## src/rtl/mux_sel_arbiter.sv

```systemverilog
// Two-requester round-robin arbiter driving the select of a downstream 2:1 mux.
// Grants end on last, on a dropped request or on hold timeout; all outputs are flops.
module mux_sel_arbiter #(
  parameter int MAX_HOLD = 16,
  parameter int CNT_W    = 5
) (
  input  logic             clk,
  input  logic             rst,
  input  logic             req0,
  input  logic             req1,
  input  logic             last,
  output logic             sel,
  output logic             gnt0,
  output logic             gnt1,
  output logic             busy,
  output logic [CNT_W-1:0] hold_cnt
);

  typedef enum logic [1:0] {IDLE, G0, G1} state_t;

  localparam logic [CNT_W-1:0] CNT_MAX = CNT_W'(MAX_HOLD - 1);

  state_t           state, state_n;
  logic             ptr, ptr_n;
  logic             sel_n;
  logic [CNT_W-1:0] cnt_n;
  logic             own_req, oth_req, rel;

  always_ff @(posedge clk or posedge rst) begin
    if (rst) begin
      state    <= IDLE;
      ptr      <= 1'b0;
      sel      <= 1'b0;
      gnt0     <= 1'b0;
      gnt1     <= 1'b0;
      busy     <= 1'b0;
      hold_cnt <= '0;
    end else begin
      state    <= state_n;
      ptr      <= ptr_n;
      sel      <= sel_n;
      // grant/busy come from their own flops so the decode cannot glitch
      gnt0     <= (state_n == G0);
      gnt1     <= (state_n == G1);
      busy     <= (state_n != IDLE);
      hold_cnt <= cnt_n;
    end
  end

  always_comb begin
    state_n = state;
    ptr_n   = ptr;
    cnt_n   = '0;
    own_req = (state == G1) ? req1 : req0;
    oth_req = (state == G1) ? req0 : req1;
    rel     = last | ~own_req | (hold_cnt == CNT_MAX);
    case (state)
      IDLE: begin
        if (req0 && req1)  state_n = ptr ? G1 : G0;
        else if (req0)     state_n = G0;
        else if (req1)     state_n = G1;
      end
      G0, G1: begin
        if (rel) begin
          ptr_n = (state == G0);
          // handing straight to the other side avoids an idle bubble
          if (oth_req)       state_n = (state == G0) ? G1 : G0;
          else if (own_req)  state_n = state;
          else               state_n = IDLE;
        end else begin
          cnt_n = hold_cnt + 1'b1;
        end
      end
      default: state_n = IDLE;
    endcase
    sel_n = sel;
    if (state_n == G0)      sel_n = 1'b0;
    else if (state_n == G1) sel_n = 1'b1;
  end

endmodule

```

## config.mk

```make
export PLATFORM = sky130hd
export DESIGN_NAME = mux_sel_arbiter
export DESIGN_NICKNAME = d
export VERILOG_FILES = /design/src/rtl/mux_sel_arbiter.sv
export SDC_FILE = /design/constraint.sdc
export NUM_CORES = 1
export LEC_CHECK = 0
export ABC_AREA = 1
export CAP_MARGIN = 20
export CORE_ASPECT_RATIO = 0.9
export CORE_MARGIN = 2
export CORE_UTILIZATION = 27
export CTS_BUF_LIST = sky130_fd_sc_hd__clkbuf_16
export CTS_CLUSTER_SIZE = 28
export DETAILED_ROUTE_END_ITERATION = 7
export DONT_BUFFER_PORTS = 1
export GPL_TIMING_DRIVEN = 0
export PLACE_DENSITY_LB_ADDON = 0.2
export SETUP_SLACK_MARGIN = 0.2
export SYNTH_ARGS = -nofsm -noshare
export SYNTH_HDL_FRONTEND = slang
export SYNTH_SLANG_ARGS = --single-unit
```

## constraint.sdc

```tcl
create_clock -name clk -period 2.7 [get_ports clk]
set_input_delay 0.27 -clock clk [delete_from_list [all_inputs] [get_ports clk]]
set_output_delay 0.27 -clock clk [all_outputs]
set_load 0.02 [all_outputs]
```

; ---- After elaboration in Yosys (flattened, before gate mapping)
; Index checks and enable logic that the tools add are counted.
[totals]
wordCells = 37
inputBits = 5
output_inout_bits = 9
ff_bits = 12
[classes]
bitwise = 3
eq_ne = 5
reduce_logical = 6
add_sub_neg = 1
muxes = 15
[op_table]
columns = op, n
row1 = $mux W2, 8
row2 = $mux W5, 2
row3 = $add A5 B1 Y5 const B, 1
row4 = $eq A5 B4 Y1 const B, 1
row5 = $eq A2 B1 Y1 const B, 2
row6 = $eq A2 B2 Y1 const B, 2
row7 = $mux W1, 4
row8 = $pmux W2 S2, 1
row9 = $reduce_bool A2 Y1, 2
row10 = $logic_not A2 Y1, 1
row11 = $or A1 B1 Y1, 2
row12 = $reduce_and A2 Y1, 1
row13 = $reduce_or A2 Y1, 1
row14 = $logic_and A1 B1 Y1, 1
row15 = $not A1 Y1, 1

; ---- Depth between registers and ports, before layout
[logic_depth]
word_depth = 10
ltp_mapped = 12
depth_no_buf = 12

; ---- Least setup slack after synthesis
; Ideal clock, no wire load.
[synth_timing]
kind = register -> register
startpoint = reg hold_cnt[0]
endpoint = reg sel
path_slack_ns = 0.431
stages_incl_launch_ff = 12
n_path_buf = 0
arrival_time_ns = 2.148
synth_period_minus_slack_ns = 2.269
setup_time_ns = 0.121
t_required_ns = 2.579
cell_sequence = dfrtp_1 > ha_1 > and3_1 > ha_1 > nor2_1 > nand2_4 > nand3_2 > nor2_1 > o21ai_0 > ha_1 > nor2_1 > a21oi_1
[synth_via]
elab_chain_len = 6
elab_cells_between_ends = 8
classes_between = eq/ne: 3 / mux: 3 / bitwise: 1 / reduce/logical: 1
[synth_rtl]
columns = element, line
row1 = "start, declared", 16  ; output logic [CNT_W-1:0] hold_cnt
row2 = "start signal, assigned", 46  ; hold_cnt <= cnt_n;
row3 = $eq A5 B4 Y1 (*), 56  ; rel = last | ~own_req | (hold_cnt == CNT_MAX);
row4 = $or A1 B1 Y1 (*), 56
row5 = $mux W2 (*), 64  ; if (rel) begin
row6 = $pmux W2 S2 (*), 57  ; case (state)
row7 = $eq A2 B1 Y1 / $eq A2 B2 Y1 (equally long branches), "77, 78"
row8 = $mux W1 / $reduce_bool A2 Y1 (equally long branches), n/a
row9 = "end signal, assigned", 41  ; sel <= sel_n;
row10 = "end, declared", 12  ; output logic sel,
; Mark *: on every way between the ends. The rest lies on a longest branch, timed or not.
; A chain may end at the register's enable or synchronous reset.

; ---- Worst setup path in the final report
; Ends and elaborated chain as after synthesis.

==> summary.txt <==
GRT
  • Vias in the first global route: 490
  • Largest net degree at the start of global routing: 13
  • GRT Util Overall: 9.621%
  • Initial antenna violation count: 0
  • First-pass GRT wire length: around 2100 µm
  • GRT overflow: 0

Worst hold path
  • Hold path start: last
  • Hold Path Class: in -> reg
  • Hold path depth: 3
  • End of the worst hold path: hold_cnt[4]

Synthesis
  • Post-Synthesis Cells: 79
  • Mapped Area: 706.9 µm²
  • Seq/Total Area, Yosys: 42.48%
  • Number of warnings issued by yosys: 0
  • Syn Nets: 94
  • Synth Register Bits: 12
  • Netlist cell types: 19
  • Mean Syn Cell Area: 8.948 µm²

Floorplan
  • Core area: ~2500 µm²
  • I/O pin cnt: 14
  • # rows: 17
  • Die width: 57.94 µm
  • Initial core utilization: 28.65%
  • Die height: approximately 53 µm
  • Area of the die: approximately 3000 µm²

Timing
  • Tcrit/Tclk final: 84.37%
  • Fmax: 439.0 MHz
  • Setup TNS Final: 0 ns
  • Slew HR: 69.13%
  • Final Slew Violations: 0
  • Final Skew: 0.0008359 ns
  • Final hold vios: 0
  • RSZ-0062 raised after global routing: false
  • Final setup fails: 0
  • Least-Margin Pin Slew: between 0.4 and 0.5 ns
  • Worst Setup Slack, final: 0.4220 ns
  • Final min period: between 2 and 2.5 ns

Placement
  • RePlAce Congestion: 0.7443
  • HPWL after detailed placement: 946.3 µm
  • Worst slack, placed: 0.1668 ns
  • # port buffers: 0

Setup path
  • Kind of critical path: reg -> reg
  • Worst reg-to-reg path cell count: 11
  • R2R setup slack: around 0.42 ns
  • Crit end category: flop
  • Crit path arrival time: 2.40 ns
  • Worst flop-to-flop path startpoint: hold_cnt[0]
  • FF-to-FF End: sel
  • Worst EP required: 2.82 ns
  • Worst Setup SP: hold_cnt[0]
  • Crit path launch type: flop
  • Crit Path Max Fanout: 4

Cells and area
  • Layout Utilization: 33.62%
  • # diodes: 0
  • Layout cells sized above 1: approximately an eighth
  • Synth-to-layout area growth: 17.35%
  • Fill cells: 263
  • Register area: 300.3 µm²
  • Final Net Count: 100
  • Area taken by multi-input logic gates: 367.9 µm²

Clock tree
  • Max H-tree Level: 1
  • CTS tree: yes
  • CTS buffer count: 3
  • Clock slew at reported path FFs: about 0.040 ns
  • Post-CTS repair timing setup buffer count: 0
  • Clk sinks: 12
  • Clock buffer depth: 2
  • Clock Tree Root: clkbuf_16
  • Clock Latency Late Sink: 0.23 ns

Power and ir drop
  • Lkg Pwr: 0.4106 nW
  • PD cells: ~1100 nW/µm²
  • Power Total: 0.8993 mW
  • Worst vdd ir: ~0.45 mV

Routing
  • Vias/cell: 4.342
  • DR iter-0 viols: 8
  • Post-Route WL: 1215 µm
  • Via count: 482
  • DRC: 0
  • Drt pass-1 iters: 4
  • DR WL/cell: 10.95 µm
  • ANT nets after route: 0

Status
  • Outcome: completed

Job
  • Max-cap violations: 0
-- timing repair --
item / in CTS / in global routing
hold buffers: 1 / 0
gates resized for setup: 1 / 1
setup endpoints to repair: 1 / 1
endpoints found under the hold margin: 12 / 0
-- cell usage in the layout (no fill, tap or decap) --
| master | n |
|---|---|
| xor2_1 | 1 |
| o21ai_2 | 1 |
| xnor2_1 | 1 |
| nor2_1 | 13 |
| inv_1 | 11 |
| o21ai_0 | 3 |
| and3_1 | 1 |
| a21oi_1 | 3 |
| dfrtp_1 | 12 |
| nand2_2 | 2 |
| nand2_4 | 2 |
| ha_1 | 10 |
| nand3_1 | 4 |
| nand4_1 | 1 |
| nand3b_1 | 1 |
| nand2_1 | 8 |
| o21ai_1 | 2 |
| dlygate4sd3_1 | 1 |
| nand3_2 | 1 |
| clkbuf_16 | 3 |
| nor2_2 | 2 |
-- final cells by class --
type	instances	share of cell area, %
clock buffer	3	9.050
inverter	11	4.977
multi-input combinational	56	44.34
sequential	12	36.20
tap	28	4.223
timing repair buffer	1	1.207
-- cells in the mapped netlist (all sizes together) --
cell | n | area [µm²]
xor2 | 1 | 8.760
nand3b | 1 | 7.510
a21oi | 3 | 15.01
nand4 | 1 | 6.260
inv | 11 | 41.29
nor2 | 15 | 58.81
ha | 10 | 125.1
and3 | 1 | 6.260
nand2 | 12 | 65.06
o21ai | 6 | 33.78
nand3 | 5 | 30.03
dfrtp | 12 | 300.3
xnor2 | 1 | 8.760
-- per-layer routing --
| metal | GRT usage, % | vias to the layer above | wire length (µm) |
|---|---|---|---|
| li1 | - | 259 | - |
| met1 | 12.54 | 216 | 624 |
| met2 | 13.64 | 7 | 543 |
| met3 | 4.691 | 0 | 47 |
| met4 | 3.488 | 0 | 0 |
| met5 | 0 | - | 0 |
-- stage by stage --
stage               hold slack [ns]  cell area, µm²  std cells
finish                       0.3559           829.5        111
CTS                          0.4096           827.0        111
global route                 0.3993           829.5        111
global placement             0.1952           742.0        107
detailed placement           0.2000           742.0        107
floorplan                    0.1347           706.9         79
-- worst max path at each step --
stage / endpoint / slack, ns / depth (start not counted)
2_1_floorplan: sel / 0.43 / 11
3_5_place_dp: sel / 0.17 / 11
5_1_grt: sel / 0.24 / 11
4_1_cts: sel / 0.28 / 11
6_report: sel / 0.42 / 11
3_3_place_gp: sel / 0.17 / 11
-- flip-flops by register name, summed over array words and instances (netlist names) --
signal    flops
hold_cnt      5
sel           1
busy          1
ptr           1
gnt1          1
state         2
gnt0          1
-- critical path, stage by stage, from the launching register on --
cell     delay (ns)
dfrtp_1        0.47
ha_1           0.27
and3_1         0.19
ha_1           0.18
nor2_2         0.21
nand2_4        0.08
nand3_2        0.05
nor2_1         0.05
o21ai_1        0.24
ha_1           0.29
nor2_1         0.09
a21oi_1        0.04
-- cell families (layout without fill, tap and decap cells) --
| family | after synthesis | in the layout | synth area share (%) |
|---|---|---|---|
| adder cells (fa/ha/maj) | 10 | 10 | 17.70 |
| buffers and inverters | 11 | 15 | 5.841 |
| AND/OR/NAND/NOR | 35 | 35 | 24.60 |
| AO/OA/AOI/OAI | 9 | 9 | 6.902 |
| XOR/XNOR | 2 | 2 | 2.478 |
| flip-flops | 12 | 12 | 42.48 |
-- power by group --
part           internal [mW]  total, mW  switching, mW
logic                  0.123      0.333          0.210
registers              0.233      0.306         0.0728
clock network          0.192      0.260         0.0679
(Power assumes the default switching activity.)
